[config.mk]
export PLATFORM = sky130hd
export DESIGN_NAME = instruction_fetch
export DESIGN_NICKNAME = d
export VERILOG_FILES = /design/src/rtl/instruction_fetch.sv
export SDC_FILE = /design/constraint.sdc
export NUM_CORES = 1
export LEC_CHECK = 0
export BUFFER_PORTS_ARGS = -buffer_cell sky130_fd_sc_hd__buf_2
export CORE_MARGIN = 2
export CORE_UTILIZATION = 30
export DETAILED_ROUTE_END_ITERATION = 7
export GPL_TIMING_DRIVEN = 0
export SYNTH_ARGS = -nofsm -noshare
export SYNTH_HDL_FRONTEND = slang
export SYNTH_SLANG_ARGS = --single-unit
[constraint.sdc]
create_clock -name ClockInput -period 1.42 [get_ports ClockInput]
set_input_delay 0.213 -clock ClockInput [delete_from_list [all_inputs] [get_ports ClockInput]]
set_output_delay 0.213 -clock ClockInput [all_outputs]
set_load 0.1 [all_outputs]
[src/rtl/instruction_fetch.sv]
// Fetch stage feeding the decoder: owns the PC, drives a 1-cycle-latency ROM and
// registers the opcode/addressing-mode/operand fields, with stall, branch and HALT.
module instruction_fetch #(
  parameter int unsigned         PC_WIDTH    = 8,
  parameter logic [PC_WIDTH-1:0] RESET_PC    = '0,
  parameter logic [4:0]          HALT_OPCODE = 5'b11111
) (
  input  logic                ClockInput,
  input  logic                ResetInput,
  output logic [PC_WIDTH-1:0] InstrAddress,
  input  logic [21:0]         InstrData,
  input  logic                StallInput,
  input  logic                BranchTaken,
  input  logic [PC_WIDTH-1:0] BranchTarget,
  output logic [4:0]          OpecodeOutput,
  output logic                AddressingModeOutput,
  output logic [15:0]         OperandOutput,
  output logic [PC_WIDTH-1:0] PcOutput,
  output logic                ValidOutput,
  output logic                HaltOutput
);

  typedef enum logic {StRun, StHalt} state_e;

  state_e              state_q, state_d;
  logic [PC_WIDTH-1:0] pc_q, pc_d;
  logic [PC_WIDTH-1:0] fetch_pc_q, fetch_pc_d;
  logic                fetch_valid_q, fetch_valid_d;
  logic [4:0]          opcode_q, opcode_d;
  logic                am_q, am_d;
  logic [15:0]         operand_q, operand_d;
  logic [PC_WIDTH-1:0] pc_out_q, pc_out_d;
  logic                valid_q, valid_d;
  logic                halt_q, halt_d;

  // Stall and halt re-read FetchPc so InstrData stays paired with fetch_pc_q.
  always_comb begin
    if (state_q == StHalt) begin
      InstrAddress = fetch_pc_q;
    end else if (BranchTaken) begin
      InstrAddress = BranchTarget;
    end else if (StallInput) begin
      InstrAddress = fetch_pc_q;
    end else begin
      InstrAddress = pc_q;
    end
  end

  always_comb begin
    state_d       = state_q;
    pc_d          = pc_q;
    fetch_pc_d    = fetch_pc_q;
    fetch_valid_d = fetch_valid_q;
    opcode_d      = opcode_q;
    am_d          = am_q;
    operand_d     = operand_q;
    pc_out_d      = pc_out_q;
    valid_d       = valid_q;
    halt_d        = halt_q;
    unique case (state_q)
      StRun: begin
        if (BranchTaken) begin
          // Branch squashes the in-flight word, including a pending HALT.
          valid_d       = 1'b0;
          fetch_pc_d    = BranchTarget;
          fetch_valid_d = 1'b1;
          pc_d          = BranchTarget + 1'b1;
        end else if (!StallInput) begin
          opcode_d      = InstrData[21:17];
          am_d          = InstrData[16];
          operand_d     = InstrData[15:0];
          pc_out_d      = fetch_pc_q;
          valid_d       = fetch_valid_q;
          fetch_pc_d    = pc_q;
          fetch_valid_d = 1'b1;
          pc_d          = pc_q + 1'b1;
          if (fetch_valid_q && (InstrData[21:17] == HALT_OPCODE)) begin
            state_d = StHalt;
            halt_d  = 1'b1;
          end
        end
      end
      StHalt: begin
        valid_d = 1'b0;
      end
      default: begin
        state_d = StRun;
      end
    endcase
  end

  always_ff @(posedge ClockInput or posedge ResetInput) begin
    if (ResetInput) begin
      state_q       <= StRun;
      pc_q          <= RESET_PC;
      fetch_pc_q    <= RESET_PC;
      fetch_valid_q <= 1'b0;
      opcode_q      <= '0;
      am_q          <= 1'b0;
      operand_q     <= '0;
      pc_out_q      <= '0;
      valid_q       <= 1'b0;
      halt_q        <= 1'b0;
    end else begin
      state_q       <= state_d;
      pc_q          <= pc_d;
      fetch_pc_q    <= fetch_pc_d;
      fetch_valid_q <= fetch_valid_d;
      opcode_q      <= opcode_d;
      am_q          <= am_d;
      operand_q     <= operand_d;
      pc_out_q      <= pc_out_d;
      valid_q       <= valid_d;
      halt_q        <= halt_d;
    end
  end

  assign OpecodeOutput        = opcode_q;
  assign AddressingModeOutput = am_q;
  assign OperandOutput        = operand_q;
  assign PcOutput             = pc_out_q;
  assign ValidOutput          = valid_q;
  assign HaltOutput           = halt_q;

endmodule

# Word level (Yosys, flattened, before mapping)
# Cells that the tools add are included.
[op_classes]
bitwise = 3
addsub = 2
n_mux = 14
reduce_logical = 4
n_eq_ne = 3
[ops]
columns = ["operator", "count"]
rows = [
  ["$mux 8", 5],
  ["$add 8x1->8 const B", 2],
  ["$mux 1", 8],
  ["$eq 5x5->1 const B", 1],
  ["$reduce_and 4->1", 1],
  ["$ne 3x3->1 const B", 1],
  ["$not 1->1", 3],
  ["$reduce_and 3->1", 1],
  ["$ne 2x1->1 const B", 1],
  ["$pmux 1 s2", 1],
  ["$reduce_and 2->1", 1],
  ["$logic_and 1x1->1", 1],
]
[totals]
input_bits = 34
out_inout_bits = 40
reg_bits = 50
word_cells = 36

# Logic depth before layout (Yosys ltp)
# Gate-level depths: netlist (run 1).
[logic_depth]
word_depth = 6
ltp_mapped = 9
depth_no_buf = 6

# Worst setup path after synthesis (run 1)
# No wires, ideal clock.
[synth_timing]
path_type = "register -> register"
from = "register state_q"
to = "register fetch_pc_q[1]"
path_buffers = 0
slack_ns = -1.872
synth_period_minus_slack_ns = 3.292
arrival_ns = 2.939
t_required_ns = 1.067
setup_time_ns = 0.353
stages_incl_launch_ff = 4
cell_sequence = "dfrtp_1 nor2_1 a22oi_1 o21ai_0"
[synth_via]
elab_chain_cells = 1
[synth_rtl]
columns = ["element", "line", "rtl"]
rows = [
  ["from (decl)", "25", "state_e state_q, state_d;"],
  ["from (signal assigned)", "94", "state_q <= StRun;"],
  ["from (signal assigned)", "105", "state_q <= state_d;"],
  ["$mux 8", "--", ""],
  ["named net InstrAddress[1]", "10", "output logic [PC_WIDTH-1:0] InstrAddress,"],
  ["to (signal assigned)", "107", "fetch_pc_q <= fetch_pc_d;"],
  ["to (decl)", "27", "logic [PC_WIDTH-1:0] fetch_pc_q, fetch_pc_d;"],
]
# The timed path passes the listed nets, and every way through them passes these cells.
# A chain may end at the register's enable or synchronous reset.

# Worst setup path after layout (run 1)
[layout_timing]
from = "register state_q"
to = "output InstrAddress[0]"
[layout_via]
elab_chain_cells = 1
[layout_rtl]
columns = ["element", "line"]
rows = [
  ["$mux 8", "--"],
  ["to (decl)", "10"],
]
# Every way passes these cells.

==> impl_metrics.py, run 1 <==
metrics = {
    "clock_tree": {
        "clock_latency_ns": 0.30,
        "numCtsBuffers": 5,
        "clock_path_buffers": 2,
        "root_buffer": "clkbuf_8",
        "path_clk_slew_ns": 0.09,
        "h-tree-depth": 2,
        "cts_sinks": 50,
        "cts_tree": "yes",
    },
    "setup_path": {
        "start_kind": "register",
        "cp_max_fo": 5,
        "crit_chain": "buf_12 -> a21o_1 -> buf_6 -> nor2_4 -> nor2_4 -> buf_12",
        "required_ns": 1.21,
        "max_stage_delay_ns": 0.48,
        "rr_startpoint": "state_q",
        "critical_path_class": "register to output port",
        "cpMaxStageDelayCell": "dfrtp_2",
        "end_kind": "output port",
        "startpoint": "state_q",
        "worstPathArrival_ns": 1.55,
    },
    "detailed_routing": {
        "route.detailed.drc": 0,
        "drtAntennaViolNets": 0,
        "drtPass1Iterations": 4,
        "vias": 1866,
        "routed_via_density": 4.82,
        "first_iter_violations": 68,
        "wl_per_cell_um": 14.7,
        "totalWireLength_um": 5680,
    },
    "timing": {
        "final_hold_viol_count": 0,
        "setup-tns-final_ns": -5.27,
        "period_needed_ns": 1.77,
        "tightest_slew_ns": 0.496,
        "fmax_mhz": 566,
        "drv_slew": 0,
        "finalClockSkew_ns": 0.00352,
        "finalWorstSetupSlack_ns": -0.347,
        "rsz0062_at_grt": "yes",
        "slew_headroom_pct": 67.1,
        "period_share_pct": 124,
        "setup_viol": 41,
    },
    "floorplan": {
        "core-area_mm2": 0.00761,
        "start_util_pct": 30.6,
        "die_w_um": 92.1,
        "dieHeight_um": 92.1,
        "num_rows": 32,
        "io_pins": 74,
        "dieArea_mm2": 0.00848,
    },
    "grt": {
        "grt_max_degree": 37,
        "overflow": 0,
        "grt_antenna_before_repair": 0,
        "grt_pass1_wl_um": 8960,
        "grt_use_total_pct": 13.3,
        "grt_pass1_vias": 1780,
    },
    "power_and_ir_drop": {
        "p_sw_share_pct": 50.7,
        "p_leak_nw": 1.57,
        "seqPwrFrac_pct": 30.4,
        "clockPowerShare_pct": 16.0,
        "combinationalPowerShare_pct": 53.6,
        "pwr_density_cell_mw_per_mm2": 1890,
        "p_sw_mw": 3.38,
        "ir_worst_vdd_uv": 1120,
        "intPower_mw": 3.29,
    },
    "placed_design": {
        "dp_hpwl_um": 3940,
        "gp_congestion": 0.784,
        "io_buffers": 73,
    },
    "final_layout": {
        "multi_input_comb_area_mm2": 0.00121,
        "post-route-util_pct": 46.3,
        "nFillCells": 732,
        "final-seq-area_mm2": 0.00125,
        "diodes": 0,
        "drive_gt1_share_pct": 64.2,
        "final_nets": 319,
        "areaGrowthSynthToFinish_pct": 51.3,
    },
    "synth": {
        "syn_inst": 186,
        "synth_top_area_share_pct": 53.8,
        "yosysWarnings": 0,
        "synthTopCellsByCount": "dfrtp_1, mux2_2, a22oi_1",
        "ys_ff_latch": 50,
        "yosysTopAreaCell": "dfrtp_1",
        "synth_area_leaders": "dfrtp_1, mux2_2, a22oi_1",
        "synth.most_common_cell": "dfrtp_1",
        "yosysUniqueCellTypes": 43,
        "async_flop_share_pct": 100,
        "syn_avg_cell_area_um2": 12.5,
        "synthFlopType": "dfrtp_1",
        "syn-cell-area_mm2": 0.00233,
        "postSynthNetCount": 221,
        "synth_edf_count": 0,
        "synth-seq-area-share_pct": 53.8,
    },
    "min_path": {
        "hp-start": "InstrData[4]",
        "hold_class": "input port to register",
    },
    "run": {
        "cap_violations": 0,
    },
    "status": {
        "status": "finished, violations left",
        "violations": "negative setup slack",
    },
}
[final timing paths]
check	end	slack (ns)	depth (start not counted)
max reg2reg	OpecodeOutput[2]	-0.13	5
min	OperandOutput[4]	0.13	2
min reg2reg	HaltOutput	0.48	2
max	InstrAddress[0]	-0.35	6
min in group asynchronous	OperandOutput[11]	0.41	3
max in group asynchronous	pc_q[1]	0.50	4
[cells by family (layout without fill, tap and decap cells)]
kind of cell               Yosys count  after routing  synth area share, %
DFF                                 50             50                 53.8
AOI/OAI and AO/OA                   43             43                 13.2
muxes                               38             38                 18.1
and+or+nand+nor                     35             35                 9.14
buffers and inverters               16            115                 4.14
xor gates and xnor gates             3              3                 1.13
adders and majority gates            1              1                0.538
[cells in the final DEF (no fill, tap or decap), types with 5 or more instances in the layout]
| master | n |
|---|---|
| a22oi_2 | 13 |
| dfrtp_1 | 47 |
| buf_4 | 14 |
| o21ai_4 | 6 |
| mux2i_1 | 6 |
| buf_2 | 66 |
| clkbuf_8 | 6 |
| mux2_2 | 28 |
| nand2_1 | 7 |
| a21oi_1 | 5 |
| buf_12 | 12 |
| buf_6 | 7 |
[registers in the layout, indices dropped and copies added (netlist names)]
signal	cells
pc_q	8
OpecodeOutput	5
state_q	1
fetch_pc_q	8
fetch_valid_q	1
HaltOutput	1
PcOutput	8
AddressingModeOutput	1
OperandOutput	16
ValidOutput	1
[layout make-up]
cell class | instances | share of cell area (%)
plain buffers | 9 | 3.20
clock buffers | 6 | 2.35
clock inverters | 2 | 1.10
inverters | 6 | 0.640
multi-input cells | 120 | 34.5
flip-flops and latches | 50 | 35.6
well taps | 102 | 3.62
repair buffers | 92 | 18.9
[what timing repair did]
| action | CTS | global route |
|---|---|---|
| gates cloned | 0 | 2 |
| endpoints found under the setup margin | 24 | 43 |
| setup buffers | 9 | 6 |
| pin swaps | 10 | 6 |
| endpoints found under the hold margin | 14 | 0 |
| hold buffers | 1 | 0 |
| gates resized for setup | 53 | 18 |
[worst max-delay path: cells and delay by family, from the launching register on]
kind	cells	cell delay (ns)
flops	1	0.48
buf+inv	3	0.44
compound gates	1	0.15
simple gates	2	0.17
[power by group through the flow]
stage	clock network [mW]	logic, mW	registers [mW]
floorplan	0	1.18	3.55
global placement	0	3.17	2.03
detailed placement	0	3.21	2.04
CTS	1.11	3.51	2.02
global route	1.16	3.70	2.08
finish	1.07	3.58	2.03
[per-stage QoR]
stage	power [mW]	setup slack (ns)	hold WS, ns	instance area (µm²)	cells
2_1_floorplan	4.74	-0.141	0.348	2500	186
3_3_place_gp	5.20	-0.871	0.436	3000	361
3_5_place_dp	5.25	-0.463	0.195	3020	362
4_1_cts	6.64	-0.344	0.116	3400	380
5_1_grt	6.95	-0.404	0.116	3520	387
6_report	6.67	-0.347	0.134	3520	387
[routing by layer]
metal | GRT usage [%] | share of wire, % | wire length (µm)
met2 | 21.7 | 49 | 2770
met3 | 2.88 | 6.2 | 355
met4 | 2.86 | 0.14 | 8
met5 | 0 | 0 | 0
met1 | 18.1 | 45 | 2550
Note: power is estimated with default switching activity, not from simulation.
==> run 2, diff against run 1 <==
--- a/config.mk
+++ b/config.mk
@@ -10,6 +10,8 @@
 export CORE_UTILIZATION = 30
 export DETAILED_ROUTE_END_ITERATION = 7
 export GPL_TIMING_DRIVEN = 0
+export RECOVER_POWER = 100
+export REMOVE_ABC_BUFFERS = 1
 export SYNTH_ARGS = -nofsm -noshare
 export SYNTH_HDL_FRONTEND = slang
 export SYNTH_SLANG_ARGS = --single-unit
==> run 2 against run 1 <==
Compared with the run above: clock skew increased by 0.0013 ns; highest routed layer unchanged; cell count decreased by 1.6%; the run still ends with negative setup slack left; setup slack improved by 0.016 ns; wire length increased by 0.90%; die area unchanged; register-to-register slack got worse by 0.04 ns; critical path depth decreased by 2; first-iteration DRC count decreased by 10%; global-route usage increased by 1.0 points; design area decreased by 2.4%.
==> impl_metrics.py, run 2 (synthesis gave the netlist of run 1 again) <==
metrics = {
    "status": {
        "status": "finished, violations left",
        "violations": "negative setup slack",
    },
    "setup_path": {
        "max_stage_delay_ns": 0.51,
        "r2r_setup_slack_ns": -0.17,
        "start_kind": "register",
        "critical_path_class": "register to output port",
        "crit_chain": "nor2_4 -> a22oi_1 -> o21ai_2 -> buf_12",
        "cpMaxStageDelayCell": "dfrtp_2",
        "cp_max_fo": 7,
        "end_kind": "output port",
        "worstSetupPathDepth": 4,
        "startpoint": "state_q",
        "r2r_cells": 5,
        "required_ns": 1.21,
        "crit_end": "InstrAddress[5]",
        "worstPathArrival_ns": 1.54,
        "cp_top_family": "flip-flops",
        "r2r_end": "PcOutput[4]",
        "cp_num_buf_inv": 1,
        "rr_startpoint": "state_q",
    },
    "clock_tree": {
        "cts_sinks": 50,
        "numCtsBuffers": 5,
        "path_clk_slew_ns": 0.09,
        "h-tree-depth": 2,
        "cts_tree": "yes",
        "root_buffer": "clkbuf_8",
        "clock_latency_ns": 0.30,
        "clock_path_buffers": 2,
    },
    "timing": {
        "fmax_mhz": 571,
        "period_needed_ns": 1.75,
        "tightest_slew_ns": 0.550,
        "final_hold_viol_count": 0,
        "slew_headroom_pct": 63.3,
        "setup_viol": 41,
        "finalWorstSetupSlack_ns": -0.331,
        "drv_slew": 0,
        "rsz0062_at_grt": "yes",
        "setup-tns-final_ns": -7.53,
        "hold_ws_ns": 0.140,
        "finalClockSkew_ns": 0.00481,
        "period_share_pct": 123,
    },
    "final_layout": {
        "final-seq-area_mm2": 0.00125,
        "multi_input_comb_area_mm2": 0.00119,
        "finalInstanceArea_mm2": 0.00344,
        "areaGrowthSynthToFinish_pct": 47.6,
        "drive_gt1_share_pct": 58.1,
        "final_nets": 313,
        "layout_common_cells": "buf_2, dfrtp_1, mux2_4, buf_4, a22oi_1",
        "nFillCells": 728,
        "final_common_cell": "buf_2",
        "largest_register_ffs": 16,
        "post-route-util_pct": 45.2,
        "diodes": 0,
        "final_cells": 381,
    },
    "grt": {
        "grt_use_total_pct": 14.3,
        "grt_antenna_before_repair": 0,
        "overflow": 0,
        "grt_max_degree": 38,
        "grt_pass1_vias": 1919,
        "grt_pass1_wl_um": 9670,
    },
    "placed_design": {
        "place_area_mm2": 0.00280,
        "dp_hpwl_um": 3570,
        "io_buffers": 73,
        "pre_cts_ws_ns": -0.830,
        "gp_congestion": 0.788,
        "place_inst": 353,
    },
    "detailed_routing": {
        "wl_per_cell_um": 15.0,
        "totalWireLength_um": 5730,
        "drtAntennaViolNets": 0,
        "routed_via_density": 4.78,
        "route.detailed.drc": 0,
        "vias": 1820,
        "drtPass1Iterations": 4,
        "first_iter_violations": 61,
    },
    "min_path": {
        "hp-start": "InstrData[10]",
        "hold_class": "input port to register",
    },
    "floorplan": {
        "core-area_mm2": 0.00761,
        "start_util_pct": 30.6,
        "num_rows": 32,
        "io_pins": 74,
        "dieHeight_um": 92.1,
        "die_w_um": 92.1,
        "dieArea_mm2": 0.00848,
    },
    "run": {
        "cap_violations": 0,
    },
    "power_and_ir_drop": {
        "pwr_density_cell_mw_per_mm2": 1870,
        "power.total_mw": 6.42,
        "ir_worst_vdd_uv": 740,
        "p_leak_nw": 1.61,
    },
}
-- run 2: changes by cell type in the layout (fill, tap and decap cells not counted), sizes merged --
| cell | change |
|---|---|
| bufinv | -1 |
| clkinvlp | +1 |
| buf | -7 |
| inv | -1 |
| clkinv | +2 |
-- run 2: worst min path at each step --
stage	end	slack, ns	cells after the start
after CTS	OperandOutput[1]	0.13	2
after detailed placement	OperandOutput[7]	0.19	2
after global placement	OperandOutput[9]	0.44	2
final	OperandOutput[10]	0.14	2
after global routing	OperandOutput[9]	0.12	2
after floorplan	ValidOutput	0.29	1
-- run 2: metal layers --
layer	wire (µm)	GRT usage, %	part of all wire (%)	vias to the layer above
li1	-	-	-	871
met1	2610	19.8	45	893
met2	2760	22.5	48	50
met3	305	3.62	5.3	6
met4	57	3.36	0.99	0
met5	0	0	0	-
-- run 2: final cells by class --
class	instances	area share (%)
Timing Repair Buffer	95	21.8
Inverter	6	0.655
Sequential cell	50	36.5
Clock inverter	3	0.619
Multi-Input combinational cell	120	34.7
Tap cell	102	3.71
Clock buffer	5	2.00
-- run 2: report_power, final --
group	switching [mW]	internal (mW)	total, mW
Combinational	2.58	0.998	3.58
Sequential	0.261	1.75	2.02
Clock	0.480	0.347	0.827
Total	3.32	3.10	6.42
-- run 2: what timing repair did --
action | 4_1_cts | 5_1_grt
endpoints found under the setup margin | 52 | 43
buffers inserted | 16 | 2
gates cloned | 3 | 1
hold endpoints to repair | 13 | 0
pin swaps | 2 | 2
resized for setup | 88 | 20
hold buffers | 1 | 0
